<file path="src/rtl/mips_pkg.sv">
// Shared types for the MIPS pipeline hazard logic: the scoreboard slot entry
// and the forward-select encoding that means "take the register file value".
package mips_pkg;

  localparam int REG_AW_DEF = 5;
  localparam int FWD_RF     = 0;

  // One in-flight instruction as seen by the hazard unit.
  typedef struct packed {
    logic                  v;
    logic                  wb;
    logic                  ld;
    logic [REG_AW_DEF-1:0] dest;
  } slot_t;

endpackage

</file>
<file path="src/rtl/hazard_match.sv">
// Per-source comparator: flags every scoreboard slot that will write the
// register this source reads, and reports the youngest such slot as a
// forward select (1 + slot index, FWD_RF when nothing matches).
module hazard_match
  import mips_pkg::*;
#(
  parameter int STAGES    = 3,
  parameter int WB_BYPASS = 1,
  parameter int SEL_W     = 2
) (
  input  slot_t [STAGES-1:0]     slots,
  input  logic  [REG_AW_DEF-1:0] src,
  input  logic                   src_used,
  output logic  [STAGES-1:0]     match,
  output logic  [SEL_W-1:0]      sel
);

  genvar gi;
  generate
    for (gi = 0; gi < STAGES; gi++) begin : g_cmp
      // The WB slot is invisible when the register file writes before it reads.
      localparam bit EXCLUDED = (gi == STAGES - 1) && (WB_BYPASS != 0);
      // Register 0 is hardwired, so a write to it never creates a dependency.
      assign match[gi] = !EXCLUDED && src_used && slots[gi].v && slots[gi].wb &&
                         (slots[gi].dest != '0) && (slots[gi].dest == src);
    end
  endgenerate

  // Walk oldest to youngest so the youngest match wins.
  always_comb begin
    sel = SEL_W'(FWD_RF);
    for (int k = STAGES - 1; k >= 0; k--) begin
      if (match[k]) sel = SEL_W'(k + 1);
    end
  end

endmodule

</file>
<file path="src/rtl/hazard_scoreboard.sv">
// Hazard unit for the pipelined MIPS core. Tracks pending register writes
// from EXE through WB, stalls decode on RAW hazards and squashes decode on a
// taken branch. Define HAZARD_SCOREBOARD_FORWARDING_EN to stall only on
// load-use and drive operand forward selects instead.
module hazard_scoreboard
  import mips_pkg::*;
#(
  parameter int REG_AW    = REG_AW_DEF,
  parameter int STAGES    = 3,
  parameter int WB_BYPASS = 1,
  parameter int CNT_W     = 16
) (
  input  logic                        clk,
  input  logic                        rst,
  input  logic                        id_valid,
  input  logic [REG_AW-1:0]           id_src1,
  input  logic [REG_AW-1:0]           id_src2,
  input  logic                        id_src2_used,
  input  logic [REG_AW-1:0]           id_dest,
  input  logic                        id_wb_en,
  input  logic                        id_mem_r_en,
  input  logic                        branch_taken,
  output logic                        stall,
  output logic                        flush,
  output logic [$clog2(STAGES+1)-1:0] fwd_sel1,
  output logic [$clog2(STAGES+1)-1:0] fwd_sel2,
  output logic [CNT_W-1:0]            stall_cnt
);

  localparam int SEL_W = $clog2(STAGES + 1);
`ifdef HAZARD_SCOREBOARD_FORWARDING_EN
  localparam bit FWD_ON = 1'b1;
`else
  localparam bit FWD_ON = 1'b0;
`endif

  slot_t [STAGES-1:0] slot_reg;
  logic  [STAGES-1:0] match1;
  logic  [STAGES-1:0] match2;
  logic  [SEL_W-1:0]  sel1;
  logic  [SEL_W-1:0]  sel2;
  logic               load_use;
  logic               raw_any;
  logic               hazard;
  logic               accept;

  hazard_match #(.STAGES(STAGES), .WB_BYPASS(WB_BYPASS), .SEL_W(SEL_W)) u_match1 (
    .slots    (slot_reg),
    .src      (id_src1),
    .src_used (1'b1),
    .match    (match1),
    .sel      (sel1)
  );

  hazard_match #(.STAGES(STAGES), .WB_BYPASS(WB_BYPASS), .SEL_W(SEL_W)) u_match2 (
    .slots    (slot_reg),
    .src      (id_src2),
    .src_used (id_src2_used),
    .match    (match2),
    .sel      (sel2)
  );

  // Decode-side hazard resolution; branch squash beats stall, and nothing
  // asserts while reset is held.
  always_comb begin
    load_use = slot_reg[0].ld && (match1[0] || match2[0]);
    raw_any  = |{match1, match2};
    hazard   = FWD_ON ? load_use : raw_any;
    stall    = rst && id_valid && hazard && !branch_taken;
    flush    = rst && branch_taken;
    accept   = id_valid && !stall && !branch_taken;
    fwd_sel1 = (FWD_ON && rst) ? sel1 : SEL_W'(FWD_RF);
    fwd_sel2 = (FWD_ON && rst) ? sel2 : SEL_W'(FWD_RF);
  end

  // EXE slot: the accepted decode instruction, or a bubble.
  always_ff @(posedge clk or negedge rst) begin
    if (!rst) begin
      slot_reg[0] <= '0;
    end else if (accept) begin
      slot_reg[0] <= '{v: 1'b1, wb: id_wb_en, ld: id_mem_r_en, dest: id_dest};
    end else begin
      slot_reg[0] <= '0;
    end
  end

  genvar gi;
  generate
    for (gi = 1; gi < STAGES; gi++) begin : g_shift
      // Downstream stages never stall, so every slot advances each cycle.
      always_ff @(posedge clk or negedge rst) begin
        if (!rst) slot_reg[gi] <= '0;
        else      slot_reg[gi] <= slot_reg[gi-1];
      end
    end
  endgenerate

  // Saturating count of cycles spent stalled.
  always_ff @(posedge clk or negedge rst) begin
    if (!rst) begin
      stall_cnt <= '0;
    end else if (stall && (stall_cnt != '1)) begin
      stall_cnt <= stall_cnt + 1'b1;
    end
  end

endmodule

</file>
<file path="config.mk">
export PLATFORM = sky130hd
export DESIGN_NAME = hazard_scoreboard
export DESIGN_NICKNAME = d
export VERILOG_FILES = /design/src/rtl/mips_pkg.sv /design/src/rtl/hazard_match.sv /design/src/rtl/hazard_scoreboard.sv
export SDC_FILE = /design/constraint.sdc
export NUM_CORES = 1
export LEC_CHECK = 0
export ABC_AREA = 1
export CAP_MARGIN = 20
export CORE_UTILIZATION = 40
export DETAILED_ROUTE_END_ITERATION = 6
export GPL_TIMING_DRIVEN = 0
export PLACE_DENSITY = 0.75
export SYNTH_ARGS = -nofsm -noshare
export SYNTH_HDL_FRONTEND = slang
export SYNTH_SLANG_ARGS = --single-unit
</file>
<file path="constraint.sdc">
create_clock -name clk -period 1.9 [get_ports clk]
set_clock_uncertainty 0.2 [all_clocks]
set_input_delay 0.19 -clock clk [delete_from_list [all_inputs] [get_ports clk]]
set_output_delay 0.19 -clock clk [all_outputs]
set_load 0.05 [all_outputs]
</file>
==> impl_metrics.yaml, run 1 <==
yosys:
  synth.distinct_cells: 24
  synth_seq_area_share_pct: 38.2
  average_cell_area_after_synthesis_um2: 6.64
  synthesis.area_um2: 1970
  ys_seq_elements: 30
  synthCells: 296
  synth_warnings: 0
worst_setup_path:
  critPathMaxFanout: 3
  slowest_delay_ps: 500
  r2r-start: "slot_reg[10]$_DFF_PN0_"
  critical_path.cell_chain: "clkdlybuf4s50_1 > inv_1 > nand2_1 > nand2_1 > nor2_1 > nand3_1 > nand2_1 > nand2_1 > nand2_2 > buf_6 > nand2_4 > inv_2 > buf_8"
  worstPathRequired_ps: 1510
  worst_path_max_delay_cell: "sky130_fd_sc_hd__clkdlybuf4s50_1"
  worst-endpoint-arrival_ps: 1600
  minimum_setup_slack_among_reg_to_reg_paths_ps: 70
  worst-r2r-cell-count: 13
  cell_occurring_most_often_along_the_worst_timing_path: "sky130_fd_sc_hd__nand2_1"
  path_depth: 13
  cp.buffers_inverters: 5
  path_class: "primary input to output port"
  crit-reg2reg-capture: "stall_cnt[15]$_DFFE_PN0P_"
  worst_path_dominant_cell_family: "buffers and inverters"
  kind_of_launch_point_of_the_worst_setup_path: "primary input"
  critPathCaptureType: "output port"
global_route:
  global_route.peak_usage_layer: "met2"
  grt_max_degree: 33
  grt_pass1_vias: 1789
  gr_layer_usage_met2_pct: 30.5
  antenna_found_initial: 0
  track_usage_pct: 18.4
  grtUsageMet1_pct: 22.6
  met3_usage_pct: 4.86
  wire_length_of_the_first_global_routing_pass_mm: 7.49
  overflow: 0
floorplan:
  fp.coreArea_um2: 4720
  die_extent_in_x_um: 72.1
  chipHeight_um: 72.1
  core.rowCount: 25
  initial_core_util_pct: 41.6
  total_die_area_um2: 5200
  top_level_ports: 44
route:
  wire_per_inst_um: 11.0
  drtIter0Drc: 68
  drt-total-wl_mm: 4.58
  num_vias: 1929
  first_pass_iters: 4
  drc: 0
  route.detailed.vias_per_inst: 4.63
  final_antenna_net_count: 0
placement:
  detailed_place_hpwl_mm: 3.19
  buffer_ports.inserted: 38
  gp_congestion: 0.903
  dpl-instance-area_um2: 2460
sta:
  setup_viol: 1
  slew_at_the_pin_closest_to_its_max_slew_limit_ps: 509
  min_period_over_period_pct: 105
  finalCriticalPeriod_ps: 1990
  report.final.hold_viol_count: 0
  layout_setup_ws_ps: -89.3
  max_clock_freq_mhz: 503
  setup_tns_ps: -89.3
  rsz0062_at_grt: "true"
  slew_headroom_pct: 66.0
  slew_violations: 0
clock_network:
  clockBufferDepth: 2
  clock_root_buffer_master: "sky130_fd_sc_hd__clkbuf_8"
  cts_tree: "yes"
  path_clk_slew_ps: 70
  cts-htree-levels: 2
  tritoncts_buffer_count: 5
  cts_num_sinks: 30
  worstSkewPairLatency_ps: 290
cells_and_area:
  finalInstanceArea_um2: 2640
  fill_cells: 460
  drive_gt1_share_pct: 16.0
  largest_register_ffs: 16
  antennaDiodeCount: 0
  design.final.nets: 372
  footprint_of_the_multi_input_gates_um2: 946
  area.sequential_um2: 759
  area.growth.synth_to_final_pct: 34.4
power:
  switching_share_pct: 24.9
  seq_power_share_pct: 44.6
  p_comb_share_pct: 12.2
  clock_power_share_pct: 43.2
  max-vdd-ir-drop_uv: 400
  power.leakage_nw: 1.55
  power_density_nw_per_um2: 562
  power_w: 0.00149
  p_int_w: 0.00112
  power.switching_w: 0.000371
job:
  cap_viol_max_count: 0
run_status:
  failed_checks: "negative setup slack"
  outcome: "finished, violations left"
worst_hold_path:
  holdCritPathClass: "flip-flop to flip-flop"
  worstHoldEndpoint: "slot_reg[15]$_DFF_PN0_"
  timing.hold.worst_path_depth: 0
  min_from: "slot_reg[7]$_DFF_PN0_"
-- power by group through the flow --
stage               registers [W]  clock network [W]  logic [W]
floorplan                0.000674                  0  0.0000964
global placement         0.000674                  0   0.000175
detailed placement       0.000675                  0   0.000175
CTS                      0.000663           0.000653   0.000176
global route             0.000664           0.000683   0.000201
finish                   0.000663           0.000642   0.000181
-- cell families (layout without fill, tap and decap cells) --
group	Yosys count	in the layout	synth area share [%]
adders and majority gates	1	1	0.636
buffers and inverters	71	122	15.4
other	1	4	0.191
DFF	30	30	38.2
and+or+nand+nor	187	187	43.5
AOI/OAI and AO/OA	3	3	0.764
xor gates and xnor gates	3	3	1.34
-- metrics by stage --
step / std cells / hold slack [ps] / util [%] / setup slack [ps]
2_1_floorplan: 299 / -306 / - / 20.8
3_3_place_gp: 404 / 161 / 52.1 / -1650
3_5_place_dp: 404 / 81.3 / 52.0 / -815
4_1_cts: 414 / -358 / 54.7 / -98.8
5_1_grt: 417 / 185 / 55.9 / -216
6_report: 417 / 176 / 55.9 / -89.3
-- synthesized netlist by cell type --
cell type | number | area (µm²)
sky130_fd_sc_hd__nand2_1 | 102 | 383
sky130_fd_sc_hd__nand2_4 | 2 | 22.5
sky130_fd_sc_hd__nand4_1 | 16 | 100
sky130_fd_sc_hd__dfrtp_1 | 30 | 751
sky130_fd_sc_hd__inv_1 | 53 | 199
sky130_fd_sc_hd__buf_1 | 1 | 3.75
sky130_fd_sc_hd__buf_6 | 2 | 22.5
sky130_fd_sc_hd__nor2_4 | 1 | 11.3
sky130_fd_sc_hd__nor3_1 | 4 | 20.0
sky130_fd_sc_hd__conb_1 | 1 | 3.75
sky130_fd_sc_hd__xnor2_1 | 3 | 26.3
sky130_fd_sc_hd__nand2_2 | 5 | 31.3
sky130_fd_sc_hd__a21oi_1 | 1 | 5.00
sky130_fd_sc_hd__nand3_2 | 3 | 30.0
sky130_fd_sc_hd__nor3_4 | 1 | 16.3
sky130_fd_sc_hd__ha_1 | 1 | 12.5
sky130_fd_sc_hd__nand3_1 | 23 | 115
sky130_fd_sc_hd__buf_2 | 2 | 10.0
sky130_fd_sc_hd__nor2_1 | 28 | 105
sky130_fd_sc_hd__o21ai_1 | 2 | 10.0
sky130_fd_sc_hd__buf_4 | 5 | 37.5
sky130_fd_sc_hd__nor3_2 | 2 | 20.0
sky130_fd_sc_hd__clkinv_1 | 1 | 3.75
sky130_fd_sc_hd__inv_2 | 7 | 26.3
-- layer usage --
layer	vias up	routed length, µm
met3	9	258
li1	998	-
met4	0	76
met2	54	2200
met1	868	2050
met5	-	0
-- placed cells by master, fill, tap and decap left out, drive strengths merged --
cell type / count
dlymetal6s2s: 7
clkinv: 3
dlygate4sd2: 13
a21oi: 1
nor3: 7
conb: 4
ha: 1
nor2: 29
bufinv: 1
buf: 16
o21ai: 2
dfrtp: 30
inv: 60
nand3: 26
xnor2: 3
nand4: 16
dlygate4sd3: 1
clkbuf: 5
nand2: 109
clkdlybuf4s50: 16
-- how the worst max path moves through the flow --
stage	start	end	slack [ps]
3_5_place_dp	id_src1[0]	stall	-820
6_report	id_src2[1]	stall	-90
4_1_cts	slot_reg[10]$_DFF_PN0_	stall	-100
5_1_grt	slot_reg[2]$_DFF_PN0_	stall	-220
2_1_floorplan	stall_cnt[10]$_DFFE_PN0P_	stall_cnt[2]$_DFFE_PN0P_	20
3_3_place_gp	rst	stall	-1650
-- timing repair --
action,4_1_cts,5_1_grt
gates resized for setup,28,8
pin swaps,2,1
hold endpoints to repair,30,30
setup buffers,2,1
endpoints found under the setup margin,12,21
-- cell type report --
class / count / area share (%)
buffer: 10 / 2.94
clock buffer: 5 / 2.61
clock inverter: 3 / 1.52
inverter: 61 / 8.67
multi-input combinational: 198 / 35.8
sequential: 30 / 28.8
tap: 67 / 3.17
timing repair buffer: 43 / 16.5
Power figures use the tool's default switching activity.
==> run 2, diff against run 1 <==
ABC_AREA = default   (was 1)
CTS_CLUSTER_DIAMETER = 120   (was default)
PLACE_DENSITY = 0.81   (was 0.75)
clock period = 1.61 ns   (was 1.9 ns; I/O delays follow)
==> run 2 against run 1 <==
  * The run still ends with negative setup slack left
  * Critical path type is now flip-flop to output port
  * Synthesized cell count fell by 51%
  * Wire length fell by 7.4%
  * Non-clock buffer count rose by 9
  * Largest power group unchanged
  * Sequential power rose by 18%
  * Die area fell by 21%
  * Design area fell by 4.5%
  * Critical endpoint unchanged
  * Via count fell by 31%
  * Sequential share of layout area rose by 1.7 points
==> impl_metrics.yaml, run 2 <==
sta:
  slew_headroom_pct: 43.0
  min_period_over_period_pct: 146
  max_clock_freq_mhz: 425
  finalCriticalPeriod_ps: 2350
  setup_tns_ps: -15030
  setup_viol: 24
  layout_setup_ws_ps: -741
  report.final.hold_viol_count: 0
  slew_at_the_pin_closest_to_its_max_slew_limit_ps: 854
  fin_worst_hold_slack_ps: 174
  slew_violations: 0
  rsz0062_at_grt: "true"
placement:
  gp_congestion: 0.832
  detailed_place_hpwl_mm: 2.59
  buffer_ports.inserted: 38
  post-place-ws_ps: -1730
worst_setup_path:
  critPathMaxFanout: 2
  worst-r2r-cell-count: 7
  critPathCaptureType: "output port"
  r2r-start: "slot_reg[1]$_DFF_PN0_"
  crit-reg2reg-capture: "stall_cnt[1]$_DFFE_PN0P_"
  worst_setup_path_endpoint: "stall"
  worst-endpoint-arrival_ps: 1990
  path_class: "flip-flop to output port"
  minimum_setup_slack_among_reg_to_reg_paths_ps: -710
  critical_path.startpoint: "slot_reg[1]$_DFF_PN0_"
  kind_of_launch_point_of_the_worst_setup_path: "flip-flop"
  worstPathRequired_ps: 1250
worst_hold_path:
  holdCritPathClass: "flip-flop to flip-flop"
yosys:
  synthCells: 145
  post-synth-top-area-cell: "sky130_fd_sc_hd__dfrtp_1"
  postSynth.topFlopCell: "sky130_fd_sc_hd__dfrtp_1"
  synthArstFlopShare_pct: 100
  post-synth-top-area-fraction_pct: 48.6
  post_synth_most_frequent_cells: "30 x sky130_fd_sc_hd__dfrtp_1, 30 x sky130_fd_sc_hd__xor2_1, 10 x sky130_fd_sc_hd__nor2_1"
  synthesis.area_um2: 1540
  synth.top_cells.by_area: "sky130_fd_sc_hd__dfrtp_1 49%, sky130_fd_sc_hd__xor2_1 17%, sky130_fd_sc_hd__nor4_2 3.2%, sky130_fd_sc_hd__nand4_1 2.8%, sky130_fd_sc_hd__nor3_1 2.6%"
  ys_seq_elements: 30
  synth_warnings: 0
  synth.distinct_cells: 28
  synth_edf_count: 0
  synth_seq_area_share_pct: 48.6
  average_cell_area_after_synthesis_um2: 10.6
clock_network:
  cts_num_sinks: 30
  clock_root_buffer_master: "sky130_fd_sc_hd__clkbuf_8"
  cts-htree-levels: 2
  worstSkewPairLatency_ps: 280
  clockBufferDepth: 2
  cts_tree: "yes"
  tritoncts_buffer_count: 5
  path_clk_slew_ps: 60
route:
  final_antenna_net_count: 0
  num_vias: 1334
  drc: 0
  first_pass_iters: 4
  wire_per_inst_um: 16.4
  drtIter0Drc: 45
  route.detailed.vias_per_inst: 5.15
  drt-total-wl_mm: 4.24
global_route:
  overflow: 0
  wire_length_of_the_first_global_routing_pass_mm: 6.45
  grt_pass1_vias: 1326
  track_usage_pct: 21.4
  antenna_found_initial: 0
  grt_max_degree: 21
floorplan:
  chipHeight_um: 64.1
  total_die_area_um2: 4110
  fp.coreArea_um2: 3690
  core.rowCount: 22
  die_extent_in_x_um: 64.1
  initial_core_util_pct: 41.9
  top_level_ports: 44
run_status:
  outcome: "finished, violations left"
  failed_checks: "negative setup slack"
cells_and_area:
  drive_gt1_share_pct: 35.1
  commonest_non_fill_non_tap_cell_in_the_layout: "sky130_fd_sc_hd__xor2_1"
  area.growth.synth_to_final_pct: 63.5
  layout_common_cells: "30 x sky130_fd_sc_hd__xor2_1, 19 x sky130_fd_sc_hd__clkdlybuf4s50_1, 16 x sky130_fd_sc_hd__dfrtp_1"
  largest_register_ffs: 16
  antennaDiodeCount: 0
  design.final.nets: 233
job:
  cap_viol_max_count: 0
power:
  power_density_nw_per_um2: 612
  seq_power_share_pct: 50.6
  power.leakage_nw: 1.18
  clock_power_share_pct: 36.9
  switching_share_pct: 24.7
  max-vdd-ir-drop_uv: 471
  p_comb_share_pct: 12.4
  power_w: 0.00154
  p_int_w: 0.00116
  power.switching_w: 0.000381
-- run 2: cell types whose count changed after synthesis, moves of 9 or more --
cell                      previous run  this run
sky130_fd_sc_hd__inv_1              53         2
sky130_fd_sc_hd__nor2_1             28        10
sky130_fd_sc_hd__xor2_1              0        30
sky130_fd_sc_hd__nand2_1           102         8
sky130_fd_sc_hd__nand4_1            16         7
sky130_fd_sc_hd__nand3_1            23         7
-- run 2: kinds of logic after synthesis --
| kind of cell | synth area share (%) |
|---|---|
| muxes | 1.46 |
| AOI/OAI and AO/OA | 2.11 |
| buffers and inverters | 3.65 |
| and+or+nand+nor | 23.8 |
| DFF | 48.6 |
| xor gates and xnor gates | 19.3 |
| other | 0.243 |
| adders and majority gates | 0.810 |
-- run 2: layout make-up --
class                   instances  area, µm²
plain buffers                   7       67.6
clock buffers                   6       72.6
clock inverters                 2       10.0
fillers                       274       1160
inverters                       2       7.51
multi-input cells             109        967
flip-flops and latches         30        768
well taps                      48       60.1
repair buffers                 55        571
-- run 2: worst min-delay path by stage --
stage | depth (start not counted) | to | start | slack [ps]
2_1_floorplan | 0 | slot_reg[0]$_DFF_PN0_ | rst | -330
3_3_place_gp | 0 | slot_reg[15]$_DFF_PN0_ | slot_reg[7]$_DFF_PN0_ | 160
3_5_place_dp | 0 | slot_reg[15]$_DFF_PN0_ | slot_reg[7]$_DFF_PN0_ | 160
4_1_cts | 0 | slot_reg[15]$_DFF_PN0_ | slot_reg[7]$_DFF_PN0_ | 170
5_1_grt | 0 | slot_reg[15]$_DFF_PN0_ | slot_reg[7]$_DFF_PN0_ | 190
6_report | 0 | slot_reg[15]$_DFF_PN0_ | slot_reg[7]$_DFF_PN0_ | 170
-- run 2: power groups by stage --
stage,Clock (W),Sequential (W),Combinational [W]
5_1_grt,0.000625,0.000782,0.000208
6_report,0.000570,0.000782,0.000192
2_1_floorplan,0,0.000795,0.0000867
3_5_place_dp,0,0.000796,0.000180
4_1_cts,0.000598,0.000781,0.000189
3_3_place_gp,0,0.000796,0.000172
-- run 2: routing by layer --
metal	track usage, %	part of all wire, %	vias up
met4	8.61	2.1	0
li1	-	-	633
met1	23.1	39	649
met5	0	0	-
met3	5.71	4.6	9
met2	39.2	54	43
-- run 2: worst max-delay path: stages, from the launching register on --
cell and delay [ps]:
sky130_fd_sc_hd__dfrtp_1 410, sky130_fd_sc_hd__xor2_1 180, sky130_fd_sc_hd__nor4_2 260, sky130_fd_sc_hd__a32oi_1 120
sky130_fd_sc_hd__o32a_1 340, sky130_fd_sc_hd__clkbuf_8 160, sky130_fd_sc_hd__nor2_4 80, sky130_fd_sc_hd__buf_8 150
-- run 2: repair_timing --
| item | CTS | global route |
|---|---|---|
| setup buffers | 6 | 6 |
| endpoints found under the hold margin | 30 | 0 |
| hold buffers | 2 | 0 |
| pin swaps | 11 | 24 |
| resized for setup | 53 | 26 |
| setup endpoints to repair | 41 | 53 |
| cloned | 0 | 2 |
-- run 2: per-stage QoR --
| stage | cells | cell area [µm²] | utilization (%) |
|---|---|---|---|
| floorplan | 148 | 1640 | - |
| global placement | 234 | 2080 | 56.3 |
| detailed placement | 235 | 2090 | 56.8 |
| CTS | 251 | 2360 | 64.0 |
| global route | 259 | 2520 | 68.4 |
| finish | 259 | 2520 | 68.4 |
==> variant (flow settings as in run 1) <==
`WB_BYPASS` is set to 1 in 2 places; all go to 0.
--- a/src/rtl/hazard_match.sv
+++ b/src/rtl/hazard_match.sv
@@ -7,3 +7,3 @@
   parameter int STAGES    = 3,
-  parameter int WB_BYPASS = 1,
+  parameter int WB_BYPASS = 0,
   parameter int SEL_W     = 2
--- a/src/rtl/hazard_scoreboard.sv
+++ b/src/rtl/hazard_scoreboard.sv
@@ -9,3 +9,3 @@
   parameter int STAGES    = 3,
-  parameter int WB_BYPASS = 1,
+  parameter int WB_BYPASS = 0,
   parameter int CNT_W     = 16
Formal check against the unedited RTL: not equivalent (a bounded check fails within 4 cycles, from zero or initial values and one cycle with rst low).
==> variant against run 1 <==
- the flow still finishes with violations (setup timing)
- sequential cell count up 7
- first-iteration DRC count up 37%
- area after synthesis rose by 18%
- sequential share of layout area increased by 2.0 points
- final cell count rose by 13%
- critical path depth decreased by 4
- routed wire length grew 17%
- sequential power increased by 24%
- worst setup slack better by 0.015 ns
- synthesized cell count up 16%
- global-route usage is 0.15 points higher
- design area grew 15%
- power rose by 16%
- critical path type is now flop to primary output
==> variant: results (changes against run 1) <==
[min_path] Worst Hold Class flop to flop [unchanged]
[finish] number of flip-flops under the largest register name 21 [was 16]
[synthesis] cell count after synthesis 343 [was 296]
[synthesis] top area cells in the synthesized netlist dfrtp_1 40%, nand2_1 21%, inv_1 9.4%, nand3_1 5.6%, nand4_1 5.4% [was dfrtp_1 38%, nand2_1 19%, inv_1 10%, nand3_1 5.9%, nor2_1 5.3%]
[placement] routability cong. 0.8534 [was 0.9034]
[route] total DRC errors in the routed layout 0 [unchanged]
[synthesis] Synth Area in XOR/XNOR 1.882% [was 1.337%]
[pwr] worst supply voltage drop on vdd 384.6 uV [was 399.7 uV]
[grt] total global routing track utilization 18.55% [was 18.41%]
[route] Detailed Route WL 5.354 mm [was 4.581 mm]
[route] sum of met3 wire segment lengths after detailed routing 253 um [was 258 um]
[setup_path] Crit path largest cell delay 0.43 ns [was 0.50 ns]
[cts] clock edge transition at the registers on the reported setup and hold paths 0.08 ns
[grt] maximum number of pins on one net before global-route repair 38 [was 33]
[grt] global-route wire length before repair 8.983 mm [was 7.486 mm]
[synthesis] post-synthesis compound-gate area fraction 0.2151% [was 0.7638%]
[run_status] failing checks setup timing [unchanged]
[finish] layout cells sized above 1 14.57% [was 16.00%]
[synthesis] number of library cell types mapped by synthesis 23 [was 24]
[route] WL/cell 11.39 um [was 10.99 um]
[synthesis] Seq/Total Area, Yosys 39.78% [was 38.19%]
[placement] Detailed Place HPWL 3.883 mm [was 3.186 mm]
[finish] Total Nets Final 420 [was 372]
[placement] dpl ws -0.8742 ns [was -0.8153 ns]
[timing] Setup Viol. Count Final 1 [unchanged]
[setup_path] largest fanout on the critical path 4 [was 3]
[timing] WHS 0.1735 ns [was 0.1762 ns]
[synthesis] Post-Synth Adder-Cell Area 0.5376% [was 0.6365%]
[placement] number of placed instances, taps included 456 [was 404]
[route] DRT met1 WL 2.371 mm [was 2.047 mm]
[setup_path] worst endpoint data arrival time 1.58 ns [was 1.60 ns]
[timing] sum of negative setup slack -0.07465 ns [was -0.08927 ns]
[cts] H-tree lvl count 2 [unchanged]
[run_status] outcome finished with violations [unchanged]
[timing] Tightest Pin Transition 0.4980 ns [was 0.5090 ns]
[timing] final worst-path setup slack -0.07465 ns [was -0.08927 ns]
[grt] via count of the first global-routing pass 2075 [was 1789]
[route] overall via count from detail_route 2244 [was 1929]
[setup_path] minimum setup slack among reg-to-reg paths 0.05 ns [was 0.07 ns]
[synthesis] list of most frequent post-synthesis cells 129 x nand2_1, 58 x inv_1, 37 x dfrtp_1 [was 102 x nand2_1, 53 x inv_1, 30 x dfrtp_1]
[route] number of DRC markers in iteration 0 93 [was 68]
[route] wire length on met2 2.685 mm [was 2.199 mm]
[setup_path] critical-path cell with the highest stage delay dfrtp_1 [was clkdlybuf4s50_1]
## variant: final timing paths
kind | start | end | depth (start not counted)
min in group asynchronous | rst | stall_cnt[10] | 3
max in group asynchronous | rst | slot_reg[11] | 3
worst min-delay path | slot_reg[7] | slot_reg[15] | 0
worst max-delay path | slot_reg[12] | stall | 9
worst min register to register | slot_reg[7] | slot_reg[15] | 0
worst max register to register | slot_reg[17] | stall_cnt[15] | 13
## variant: final cells by class
cell class | instances | area (um^2) | area share, %
multi-input combinational | 233 | 1114 | 36.79
clock inverter | 3 | 46.29 | 1.530
tap | 72 | 90.09 | 2.976
inverter | 66 | 247.7 | 8.185
timing repair buffer | 44 | 440.4 | 14.55
sequential | 37 | 930.9 | 30.76
clock buffer | 5 | 68.82 | 2.274
buffer | 10 | 88.84 | 2.935
## variant: power by group
part	internal [mW]	switching [mW]	leakage, nW
Clock	0.393	0.288	0.0543
Sequential	0.806	0.0165	0.498
Combinational	0.0893	0.134	1.25
## variant: logic make-up (layout without fill, tap and decap cells)
family	count (synthesis)	in the layout
AOI/OAI and AO/OA	1	1
and+or+nand+nor	222	222
other	1	4
adders and majority gates	1	1
xor gates and xnor gates	5	5
buffers and inverters	76	128
DFF	37	37
## variant: per-stage QoR
step | total power, mW | area [um^2]
detailed placement | 1.054 | 2806
global route | 1.813 | 3027
floorplan | 0.9570 | 2341
global placement | 1.051 | 2811
CTS | 1.751 | 2950
finish | 1.727 | 3027
## variant: worst max-delay path: cells and delay by family (launching register included)
family	cells	cell delay, ns
buffers and inverters	3	0.22
AND/OR/NAND/NOR	6	0.63
flip-flops	1	0.43
## variant: metal layers
metal,up-vias,track usage (%)
li1,1143,-
met1,1037,22.72
met3,4,3.140
met4,0,5.185
met5,-,0
met2,60,33.33
## variant: repair_timing
| action | CTS | global route |
|---|---|---|
| hold buffers | 2 | 0 |
| buffers inserted | 2 | 1 |
| pin swaps | 2 | 4 |
| resized for setup | 35 | 16 |
| endpoints found under the setup margin | 16 | 20 |
| gates cloned | 0 | 1 |
| endpoints found under the hold margin | 37 | 0 |
